**src/rtl/routed_fifos_pkg.sv**
```systemverilog
// rtl/routed_fifos_pkg.sv - width helpers, default constants and typedefs for routed_fifos
package routed_fifos_pkg;

  localparam int DEF_NUM_REQS = 4;
  localparam int DEF_WIDTH    = 8;
  localparam int DEF_DEPTH    = 4;
  localparam int DEF_DCWID    = 8;

  // Destination index width; a single channel still needs one bit of index
  function automatic int didx_w(input int num_reqs);
    return (num_reqs > 1) ? $clog2(num_reqs) : 1;
  endfunction

  // Occupancy width: one extra bit so that a full FIFO is distinguishable from an empty one
  function automatic int cnt_w(input int depth);
    return $clog2(depth) + 1;
  endfunction

  typedef logic [didx_w(DEF_NUM_REQS)-1:0] dest_t;
  typedef logic [cnt_w(DEF_DEPTH)-1:0]     count_t;

endpackage

```
**src/rtl/count_fifo.sv**
```systemverilog
// rtl/count_fifo.sv - first-word-fall-through FIFO with occupancy count
module count_fifo #(
  parameter  int WIDTH = 8,
  parameter  int DEPTH = 4,
  localparam int AW    = $clog2(DEPTH),
  localparam int CWID  = AW + 1
) (
  input  logic             clk,
  input  logic             rst,
  input  logic             push,
  input  logic             pop,
  input  logic [WIDTH-1:0] data_in,
  output logic             empty,
  output logic             full,
  output logic [CWID-1:0]  count,
  output logic [WIDTH-1:0] data_out
);

  logic [WIDTH-1:0] mem [DEPTH];
  logic [CWID-1:0]  wr_ptr;
  logic [CWID-1:0]  rd_ptr;
  logic             do_push;
  logic             do_pop;

  // Pointers carry one wrap bit: equal means empty, wrap bits differing with equal low bits means full
  assign empty    = (wr_ptr == rd_ptr);
  assign full     = (wr_ptr[AW] != rd_ptr[AW]) && (wr_ptr[AW-1:0] == rd_ptr[AW-1:0]);
  assign count    = wr_ptr - rd_ptr;
  assign data_out = empty ? '0 : mem[rd_ptr[AW-1:0]];

  // A full FIFO refuses a push even when popped that cycle; an empty one ignores pop
  assign do_push = push & ~full;
  assign do_pop  = pop & ~empty;

  // Storage write; contents need no reset because the pointers qualify them
  always_ff @(posedge clk) begin
    if (do_push) mem[wr_ptr[AW-1:0]] <= data_in;
  end

  // Pointer update
  always_ff @(posedge clk or negedge rst) begin
    if (!rst) begin
      wr_ptr <= '0;
      rd_ptr <= '0;
    end else begin
      if (do_push) wr_ptr <= wr_ptr + 1'b1;
      if (do_pop)  rd_ptr <= rd_ptr + 1'b1;
    end
  end

endmodule

```
**src/rtl/routed_fifos.sv**
```systemverilog
// rtl/routed_fifos.sv - demultiplex one packet stream into per-destination FIFOs
module routed_fifos
  import routed_fifos_pkg::*;
#(
  parameter  int NUM_REQS = DEF_NUM_REQS,
  parameter  int WIDTH    = DEF_WIDTH,
  parameter  int DEPTH    = DEF_DEPTH,
  parameter  int DCWID    = DEF_DCWID,
  localparam int DIDX     = didx_w(NUM_REQS),
  localparam int CWID     = cnt_w(DEPTH)
) (
  input  logic                     clk,
  input  logic                     rst,
  input  logic                     in_valid,
  input  logic [DIDX-1:0]          in_dest,
  input  logic [WIDTH-1:0]         in_data,
  output logic                     in_ready,
  input  logic [NUM_REQS-1:0]      pop,
  output logic [NUM_REQS-1:0]      empty,
  output logic [NUM_REQS-1:0]      full,
  output logic [NUM_REQS*WIDTH-1:0] flat_data_out,
  output logic [NUM_REQS*CWID-1:0] flat_count,
  output logic [DCWID-1:0]         drop_cnt,
  output logic                     err
);

  localparam logic [DIDX:0] NREQ = (DIDX+1)'(NUM_REQS);

  logic [1:0]           rst_sync;
  logic                 rst_int;
  logic                 dest_ok;
  logic                 xfer;
  logic [2**DIDX-1:0]   full_pad;
  logic [NUM_REQS-1:0]  push;

  // Reset asserts immediately and releases two clocks later, in step with clk
  always_ff @(posedge clk or negedge rst) begin
    if (!rst) rst_sync <= 2'b00;
    else      rst_sync <= {rst_sync[0], 1'b1};
  end

  assign rst_int = rst_sync[1];

  // Widen full to cover every encodable index so an out-of-range dest never indexes past it
  always_comb begin
    full_pad = '0;
    for (int i = 0; i < NUM_REQS; i++) full_pad[i] = full[i];
  end

  // Out-of-range destinations are always accepted so they can be dropped
  assign dest_ok  = ({1'b0, in_dest} < NREQ);
  assign in_ready = rst_int & (dest_ok ? ~full_pad[in_dest] : 1'b1);
  assign xfer     = in_valid & in_ready;

  // One-hot push toward the addressed channel
  always_comb begin
    push = '0;
    for (int i = 0; i < NUM_REQS; i++) push[i] = xfer & dest_ok & (in_dest == DIDX'(i));
  end

  // Saturating drop counter and sticky error for out-of-range destinations
  always_ff @(posedge clk or negedge rst_int) begin
    if (!rst_int) begin
      drop_cnt <= '0;
      err      <= 1'b0;
    end else if (xfer && !dest_ok) begin
      if (drop_cnt != '1) drop_cnt <= drop_cnt + 1'b1;
      err <= 1'b1;
    end
  end

  for (genvar i = 0; i < NUM_REQS; i++) begin : g_ch
    count_fifo #(
      .WIDTH (WIDTH),
      .DEPTH (DEPTH)
    ) u_fifo (
      .clk      (clk),
      .rst      (rst_int),
      .push     (push[i]),
      .pop      (pop[i]),
      .data_in  (in_data),
      .empty    (empty[i]),
      .full     (full[i]),
      .count    (flat_count[i*CWID +: CWID]),
      .data_out (flat_data_out[i*WIDTH +: WIDTH])
    );
  end

endmodule

```
**config.mk**
```make
export PLATFORM = sky130hd
export DESIGN_NAME = routed_fifos
export DESIGN_NICKNAME = d
export VERILOG_FILES = /design/src/rtl/routed_fifos_pkg.sv /design/src/rtl/count_fifo.sv /design/src/rtl/routed_fifos.sv
export SDC_FILE = /design/constraint.sdc
export NUM_CORES = 1
export LEC_CHECK = 0
export CORE_UTILIZATION = 50
export CTS_BUF_LIST = sky130_fd_sc_hd__clkbuf_4 sky130_fd_sc_hd__clkbuf_8
export DETAILED_ROUTE_END_ITERATION = 10
export HOLD_SLACK_MARGIN = 0.1
export PLACE_DENSITY = 0.8
export SYNTH_ARGS = -nofsm -noshare
export SYNTH_HDL_FRONTEND = slang
export SYNTH_SLANG_ARGS = --single-unit
```
**constraint.sdc**
```tcl
create_clock -name clk -period 3.2 [get_ports clk]
set_clock_uncertainty 0.2 [all_clocks]
set_input_delay 0.64 -clock clk [delete_from_list [all_inputs] [get_ports clk]]
set_output_delay 0.64 -clock clk [all_outputs]
set_load 0.02 [all_outputs]
```
==> flow_summary.toml, run 1 <==
[placed_design]
hpwlAfterDp_um = 8580
place.port_buffers = 69
gp_congestion = 0.844

[cts]
cts.reportedPaths.clkPinSlew_ns = 0.08
clock-root-buffer = "clkbuf_8"
clock_tree_from_tritoncts = "done"
clock_path_buffers = 2
htreeDepth = 4
clock_sinks = 154
cts_buffers = 17
clk-insertion-delay-late_ns = 0.45

[synth]
netlist.top_cell.by_area = "edfxtp_1"
syn_avg_cell_area_um2 = 17.6
synth_commonest_cells = "128 x edfxtp_1, 32 x mux4_2, 32 x nor2b_1"
yosysMostFrequentCell = "edfxtp_1"
register_bit_total_from_synthesis = 154
synth_top_area_share_pct = 56.3
syn_area_mm2 = 0.00683
synth.area.top_cells = "edfxtp_1 56%, mux4_2 11%, dfrtp_1 9.5%"
synth_seq_area_share_pct = 65.8
ys_dominant_reg_cell = "edfxtp_1"
synth-warning-count = 0
number_of_enable_type_register_cells_in_the_synthesized_netlist = 128
synthArstFlopShare_pct = 16.9
synth_cell_types = 34
netlist_instances = 389

[timing]
slew_headroom_pct = 51.5
timing.final.hold_violations = 0
achievable-frequency_mhz = 328
drv_slew = 0
rsz0062_at_grt = "no"
finalCriticalPeriod_ns = 3.05
layout_worst_path_cycle_share_pct = 95.4
setup-tns-final_ns = 0
hold_slack_ns = 0.146
final_setup_fails = 0
worst-slew-pin-transition_ns = 0.726

[worst_setup_path]
timing.critical_path.buf_inv = 3
crit_required_ns = 2.36
reg2reg_from = "rst_sync[1]"
critPathMaxStageDelay_ns = 0.41
crit_path_max_fanout = 9
timing_worst_setup_path_type = "reg -> out"
setup.worst_path.end = "flat_data_out[10]"
cells_along_the_critical_path = "inv_1 > ha_1 > nand2_2 > nor2_1 > buf_4 > nor2b_1 > clkdlybuf4s15_1"
cp_num_cells = 7
cpMaxStageDelayCell = "dfrtp_1"
critPathLaunchType = "register"
timing.rr.end = "g_ch[0].u_fifo.mem[2][6]"
timing.critical_path.from = "g_ch[1].u_fifo.wr_ptr[0]"
r2r_setup_slack_ns = 0.97
cp_data_arrival_time_ns = 2.21
worst-r2r-cell-count = 3
crit_family = "buffers and inverters"
timing.critical_path.to_type = "primary output"

[global_routing]
largest_net_degree_at_the_start_of_global_routing = 19
grt_pass1_wl_um = 20500
global_route.usage.met1_pct = 26.2
grt_pass1_vias = 3747
grt.met3_usage_pct = 4.21
grtUsageMet2_pct = 32.9
number_of_antenna_violations_at_the_first_check_in_global_routing = 0
global_route.usage.total_pct = 20.0
globalRoute.busiestLayer = "met2"
grt.overflow.total = 0

[floorplan]
die_area_mm2 = 0.0141
number_of_ports_placed_on_the_die_boundary = 79
std_cell_rows = 42
design.core.area_mm2 = 0.0133
start_util_pct = 51.4
chipWidth_um = 119
die_h_um = 119

[outcome]
status = "completed"

[final_layout]
diodes = 0
post_route_cells_drive_above_1_share_pct = 22.2
final_nets = 527
syn2layout_area_growth_pct = 19.0
fillerInstances = 977
postLayoutCoreUtil_pct = 61.1

[pwr]
net-switching-power_mw = 3.30
clockPowerShare_pct = 17.3
seq_power_share_pct = 30.9
power_density_mw_per_mm2 = 1020
p_leak_nw = 3.10
internal_power_mw = 5.02
ir_drop_mv = 0.856
sw_frac_of_total_pct = 39.7
combPwrFrac_pct = 51.8

[drt]
drt-vias-per-instance = 5.31
antenna_left = 0
drt_pass1_iterations = 5
drt-initial-drc-count = 167
drcViolationCount = 0
total_wire_length_after_detailed_routing_um = 13000
route.vias.total = 3543
wl_per_cell_um = 19.4

[job]
timing.max_cap.violations = 0

[worst_hold_path]
timing.hold.worst.class = "in -> async"
-- worst min path at each step --
| stage | cells after the start | slack, ns | end |
|---|---|---|---|
| 6_report | 1 | 0.15 | rst_sync[0] |
| 5_1_grt | 1 | 0.12 | rst_sync[0] |
| 4_1_cts | 1 | 0.13 | rst_sync[0] |
| 3_5_place_dp | 0 | -0.01 | g_ch[3].u_fifo.rd_ptr[2] |
| 3_3_place_gp | 0 | -0.03 | g_ch[3].u_fifo.wr_ptr[0] |
| 2_1_floorplan | 0 | 0.13 | rst_sync[1] |
-- cells in the final DEF (no fill, tap or decap), types with 7 or more instances in the layout --
cell type | Yosys | layout
xnor2_1 | 24 | 24
dfrtp_1 | 26 | 26
conb_1 | 2 | 10
nor2b_1 | 32 | 32
clkdlybuf4s50_1 | 0 | 22
clkbuf_8 | 0 | 18
dlygate4sd2_1 | 0 | 37
buf_4 | 17 | 17
inv_1 | 26 | 26
edfxtp_1 | 128 | 128
nor2_1 | 8 | 8
ha_1 | 28 | 28
mux4_2 | 32 | 32
dlymetal6s2s_1 | 0 | 7
-- worst register-to-register path, stage by stage, from the launching register on --
cell and delay [ns]:
dfrtp_1 0.48, nor4bb_1 0.49, o21a_1 0.29, and2_1 0.42
-- kinds of logic after synthesis --
group           synth area share (%)
flops                           65.8
simple gates                    5.79
buf+inv                         3.81
mux                             12.0
fa+ha+maj                       6.30
xor+xnor                        3.81
compound gates                  2.36
other cells                    0.110
-- power groups by stage --
stage,Clock (mW),Sequential [mW],Combinational (mW)
after floorplan,0,2.59,2.80
after global placement,0,2.60,4.54
after detailed placement,0,2.62,4.64
after CTS,1.46,2.58,4.38
after global routing,1.53,2.60,4.68
final,1.44,2.58,4.31
-- timing repair --
item | 4_1_cts | 5_1_grt
pin swaps | 0 | 0
cloned | 0 | 0
resized for setup | 42 | 15
hold endpoints to repair | 6 | 0
hold buffers | 1 | 0
setup endpoints to repair | 40 | 13
buffers inserted | 0 | 0
-- layout make-up --
cell class                 count  area [um^2]  share of cell area, %
inverter                      26         97.6                   1.20
timing repair buffer          87          795                   9.78
multi-input combinational    192         2120                   26.1
clock inverter                13          145                   1.79
tap                          176          220                   2.71
clock buffer                  19          255                   3.14
sequential                   154         4490                   55.3
-- metal layers --
metal / share of wire [%] / routed length, um / vias up
met4: 1.8 / 239 / 0
li1: - / - / 1598
met2: 51 / 6630 / 116
met1: 42 / 5440 / 1805
met5: 0 / 0 / -
met3: 5.0 / 643 / 24
-- sequential cells by signal (all words and copies together), names as in the netlist --
register and count:
g_ch.u_fifo.wr_ptr 12, g_ch.u_fifo.mem 128, g_ch.u_fifo.rd_ptr 12, rst_sync 2
-- metrics by stage --
step                area, um^2  worst slack, ns  power [mW]  instances
CTS                       8100          0.00184        8.42        667
finish                    8130            0.148        8.33        667
detailed placement        7730           0.0858        7.26        634
floorplan                 6860            0.289        5.39        397
global placement          7730           0.0698        7.14        634
global route              8130           0.0302        8.81        667
No activity file was read; power rests on OpenSTA's default activity.
==> run 2: changes to the inputs <==
--- a/config.mk
+++ b/config.mk
@@ -9,7 +9,7 @@
 export CTS_BUF_LIST = sky130_fd_sc_hd__clkbuf_4 sky130_fd_sc_hd__clkbuf_8
 export DETAILED_ROUTE_END_ITERATION = 10
 export HOLD_SLACK_MARGIN = 0.1
-export PLACE_DENSITY = 0.8
+export PLACE_DENSITY = 0.79
 export SYNTH_ARGS = -nofsm -noshare
 export SYNTH_HDL_FRONTEND = slang
 export SYNTH_SLANG_ARGS = --single-unit
==> run 2 against run 1 <==
Sequential share of layout area barely moved; via count fell by 2.3%; final area is essentially flat; die area unchanged; worst setup slack worse by 0.038 ns; wire length decreased by 1.3%; count of clock-buffer cells in the layout is 5 higher; sequential power is essentially flat; first-iteration DRC count rose by 16%; sequential cell count is the same; power increased by 0.53%; global-route usage up 0.060 points.
==> flow_summary.toml, run 2 (synthesis results as in run 1) <==
[outcome]
status = "completed"

[floorplan]
start_util_pct = 51.4
die_area_mm2 = 0.0141
chipWidth_um = 119
number_of_ports_placed_on_the_die_boundary = 79
std_cell_rows = 42
design.core.area_mm2 = 0.0133
die_h_um = 119

[worst_setup_path]
critPathMaxStageDelay_ns = 0.40
crit_path_max_fanout = 9
crit_required_ns = 2.36
timing.critical_path.buf_inv = 3
critPathLaunchType = "register"
crit_family = "buffers and inverters"
cells_along_the_critical_path = "inv_1 > ha_1 > nand2_2 > nor2_1 > buf_4 > nor2b_1 > clkdlybuf4s15_1"
timing_worst_setup_path_type = "reg -> out"
timing.critical_path.to_type = "primary output"
cpMaxStageDelayCell = "dfrtp_1"
cp_data_arrival_time_ns = 2.25

[cts]
cts_buffers = 17
clock_path_buffers = 2
clk-insertion-delay-late_ns = 0.44
htreeDepth = 4
clock_tree_from_tritoncts = "done"
cts.reportedPaths.clkPinSlew_ns = 0.08
clock_sinks = 154
clock-root-buffer = "clkbuf_8"
cts.repair_timing.setup_buffer_count = 0

[pwr]
internal_power_mw = 5.11
net-switching-power_mw = 3.26
sw_frac_of_total_pct = 38.9
ir_drop_mv = 0.930
seq_power_share_pct = 30.7
clockPowerShare_pct = 18.1
p_leak_nw = 3.10
combPwrFrac_pct = 51.2
power_mw = 8.37
power_density_mw_per_mm2 = 1030

[global_routing]
grt.met3_usage_pct = 5.22
largest_net_degree_at_the_start_of_global_routing = 21
global_route.usage.met1_pct = 26.3
grt_pass1_vias = 3686
grt.overflow.total = 0
global_route.usage.total_pct = 20.0
grt_pass1_wl_um = 20200
globalRoute.busiestLayer = "met2"
grtUsageMet2_pct = 31.3
number_of_antenna_violations_at_the_first_check_in_global_routing = 0

[final_layout]
final_nets = 526
layout_common_cells = "128 x edfxtp_1, 38 x dlygate4sd2_1, 32 x mux4_2, 32 x nor2b_1, 28 x ha_1"
post_route_cells_drive_above_1_share_pct = 22.0
final_cells = 666
layout_commonest_cell = "edfxtp_1"
design_area_mm2 = 0.00813
largest_register_ff_count = 128
syn2layout_area_growth_pct = 19.1
diodes = 0
fillerInstances = 1013

[timing]
drv_slew = 0
rsz0062_at_grt = "no"
setup-tns-final_ns = 0
final_setup_fails = 0
setup_slack_ns = 0.110
finalCriticalPeriod_ns = 3.09
timing.final.hold_violations = 0
layout_worst_path_cycle_share_pct = 96.6
achievable-frequency_mhz = 324
worst-slew-pin-transition_ns = 0.735
slew_headroom_pct = 50.9

[worst_hold_path]
timing.hold.worst.class = "in -> async"

[placed_design]
gp_congestion = 0.773
placement.setup.worst_slack_ns = 0.0727
place.port_buffers = 69
hpwlAfterDp_um = 8650
dp_cells = 633
placed_cell_area_mm2 = 0.00773

[drt]
drt-initial-drc-count = 194
drt-vias-per-instance = 5.20
drcViolationCount = 0
antenna_left = 0
total_wire_length_after_detailed_routing_um = 12800
drt_pass1_iterations = 4
wl_per_cell_um = 19.2
route.vias.total = 3463

[job]
timing.max_cap.violations = 0
## run 2: final timing paths
kind	startpoint	end	slack [ns]	depth (start not counted)
min reg2reg	rst_sync[0]	rst_sync[1]	0.16	0
max in group asynchronous	rst_sync[1]	g_ch[0].u_fifo.wr_ptr[0]	1.96	1
max	g_ch[3].u_fifo.wr_ptr[0]	flat_data_out[27]	0.11	7
min	rst	rst_sync[0]	0.15	1
min in group clk	rst_sync[0]	rst_sync[1]	0.16	0
max reg2reg	g_ch[2].u_fifo.wr_ptr[0]	g_ch[2].u_fifo.mem[0][5]	0.94	5
## run 2: layout make-up
cell class	instances	area, um^2	area share (%)
Clock buffer	24	299	3.68
Clock inverter	8	120	1.48
Inverter	26	97.6	1.20
Multi-Input combinational cell	192	2120	26.1
Sequential cell	154	4490	55.3
Tap cell	176	220	2.71
Timing Repair Buffer	86	781	9.60
## run 2: power by group through the flow
stage	Combinational [mW]	Clock, mW	Sequential [mW]
detailed placement	4.65	0	2.61
global route	4.63	1.63	2.60
CTS	4.34	1.54	2.57
floorplan	2.80	0	2.59
finish	4.28	1.52	2.57
global placement	4.52	0	2.60
## run 2: layer usage
layer	vias to the layer above	wire length [um]
li1	1596	-
met1	1739	5550
met2	107	6290
met3	21	614
met4	0	340
met5	-	0
## run 2: timing repair
item | CTS | global route
endpoints found under the setup margin | 42 | 10
cloned | 0 | 0
endpoints found under the hold margin | 4 | 0
resized for setup | 45 | 13
hold buffers | 1 | 0
## run 2: per-stage QoR
step	hold slack [ns]	utilization (%)
final	0.147	61.2
after global placement	-0.0660	58.1
after global routing	0.126	61.2
after floorplan	0.131	-
after detailed placement	-0.0526	58.1
after CTS	0.118	61.0
## run 2: worst reg2reg max path, stage by stage (launching register included)
cell     delay [ns]
dfrtp_1        0.41
inv_1          0.17
ha_1           0.29
nand2_2        0.17
o21a_1         0.23
and2_1         0.44
==> run 3: changes to the inputs <==
--- a/config.mk
+++ b/config.mk
@@ -10,6 +10,7 @@
 export DETAILED_ROUTE_END_ITERATION = 10
 export HOLD_SLACK_MARGIN = 0.1
 export PLACE_DENSITY = 0.79
+export SKIP_CTS_REPAIR_TIMING = 1
 export SYNTH_ARGS = -nofsm -noshare
 export SYNTH_HDL_FRONTEND = slang
 export SYNTH_SLANG_ARGS = --single-unit
==> run 3 against run 2 <==
Register-to-register slack barely moved; worst hold slack got worse by 0.0022 ns; sequential cell count did not move.
==> flow_summary.toml, run 3 (synthesis results as in run 1) <==
[worst_setup_path]
critPathMaxStageDelay_ns = 0.62
timing.critical_path.to_type = "primary output"
cp_data_arrival_time_ns = 2.29
cp_num_cells = 5
worst-r2r-cell-count = 5
timing.critical_path.buf_inv = 2
crit_path_max_fanout = 5
crit_required_ns = 2.36
reg2reg_from = "g_ch[2].u_fifo.wr_ptr[0]"
timing_worst_setup_path_type = "reg -> out"
r2r_setup_slack_ns = 0.94
cpMaxStageDelayCell = "clkdlybuf4s50_1"
timing.rr.end = "g_ch[2].u_fifo.mem[0][5]"
critPathLaunchType = "register"
cells_along_the_critical_path = "inv_1 > ha_1 > nand2_2 > nor2_1 > clkdlybuf4s50_1"
crit_family = "buffers and inverters"

[pwr]
ir_drop_mv = 0.954
internal_power_mw = 5.36
p_leak_nw = 3.44
sw_frac_of_total_pct = 37.8
net-switching-power_mw = 3.25
power_density_mw_per_mm2 = 1040
seq_power_share_pct = 29.9
clockPowerShare_pct = 17.6
combPwrFrac_pct = 52.5

[floorplan]
chipWidth_um = 119
std_cell_rows = 42
start_util_pct = 51.4
die_area_mm2 = 0.0141
number_of_ports_placed_on_the_die_boundary = 79
design.core.area_mm2 = 0.0133
die_h_um = 119

[outcome]
status = "completed"

[drt]
drt-initial-drc-count = 178
wl_per_cell_um = 19.1
route.vias.total = 3438
drcViolationCount = 0
drt-vias-per-instance = 5.16
total_wire_length_after_detailed_routing_um = 12700
antenna_left = 0
drt_pass1_iterations = 4

[placed_design]
hpwlAfterDp_um = 8650
place.port_buffers = 69
placement.setup.worst_slack_ns = 0.0727
gp_congestion = 0.773

[global_routing]
number_of_antenna_violations_at_the_first_check_in_global_routing = 0
grt.overflow.total = 0
largest_net_degree_at_the_start_of_global_routing = 21
grt_pass1_wl_um = 20000
global_route.usage.total_pct = 19.9
grt_pass1_vias = 3660

[timing]
achievable-frequency_mhz = 320
timing.final.hold_violations = 0
worst-slew-pin-transition_ns = 0.730
layout_worst_path_cycle_share_pct = 97.7
drv_slew = 0
final_setup_fails = 0
setup_slack_ns = 0.0737
slew_headroom_pct = 51.2
setup-tns-final_ns = 0
finalCriticalPeriod_ns = 3.13

[job]
timing.max_cap.violations = 0

[final_layout]
layout_commonest_cell = "edfxtp_1"
layout_common_cells = "128 x edfxtp_1, 45 x dlymetal6s2s_1, 32 x mux4_2, 32 x nor2b_1, 27 x ha_1"
syn2layout_area_growth_pct = 21.3
fillerInstances = 978
post_route_cells_drive_above_1_share_pct = 21.8
largest_register_ff_count = 128
diodes = 0
final_nets = 526

[cts]
cts.reportedPaths.clkPinSlew_ns = 0.08
cts_buffers = 17
clock_path_buffers = 2
clock_sinks = 154
clock-root-buffer = "clkbuf_8"
clock_tree_from_tritoncts = "done"
clk-insertion-delay-late_ns = 0.45
htreeDepth = 4

[worst_hold_path]
timing.hold.worst.class = "in -> async"
run 3: worst max-delay path by stage:
| stage | start | to | slack [ns] |
|---|---|---|---|
| final | g_ch[1].u_fifo.wr_ptr[0] | full[1] | 0.07 |
| after detailed placement | in_dest[0] | in_ready | 0.07 |
| after global placement | in_dest[0] | in_ready | 0.08 |
| after CTS | g_ch[1].u_fifo.wr_ptr[0] | in_ready | -0.26 |
| after global routing | g_ch[3].u_fifo.wr_ptr[0] | full[3] | -0.0008 |
| after floorplan | g_ch[1].u_fifo.rd_ptr[1] | in_ready | 0.29 |
run 3: cell type report:
type	count	area, um^2	share of cell area (%)
tap	176	220	2.66
inverter	26	97.6	1.18
multi-input combinational	192	2120	25.6
clock inverter	8	120	1.45
clock buffer	24	299	3.61
timing repair buffer	86	933	11.3
sequential	154	4490	54.3
run 3: metrics by stage:
stage / instances / hold slack, ns / instance area (um^2) / util, % / total power, mW
finish: 666 / 0.145 / 8280 / 62.3 / 8.61
global route: 666 / 0.126 / 8280 / 62.3 / 9.10
CTS: 665 / -0.0436 / 8150 / 61.3 / 8.79
detailed placement: 633 / -0.0526 / 7730 / 58.1 / 7.26
global placement: 633 / -0.0660 / 7730 / 58.1 / 7.12
floorplan: 397 / 0.131 / 6860 / - / 5.39
run 3: power groups by stage:
stage / combinational [mW] / sequential [mW] / clock (mW)
after floorplan: 2.80 / 2.59 / 0
after global placement: 4.52 / 2.60 / 0
after detailed placement: 4.65 / 2.61 / 0
after CTS: 4.67 / 2.57 / 1.54
after global routing: 4.87 / 2.60 / 1.63
final: 4.52 / 2.57 / 1.51
run 3: layer usage:
| metal | global-route usage, % | part of all wire [%] |
|---|---|---|
| met5 | 0 | 0 |
| met2 | 31.2 | 48 |
| met3 | 5.22 | 5.9 |
| met1 | 26.1 | 43 |
| met4 | 9.34 | 2.7 |
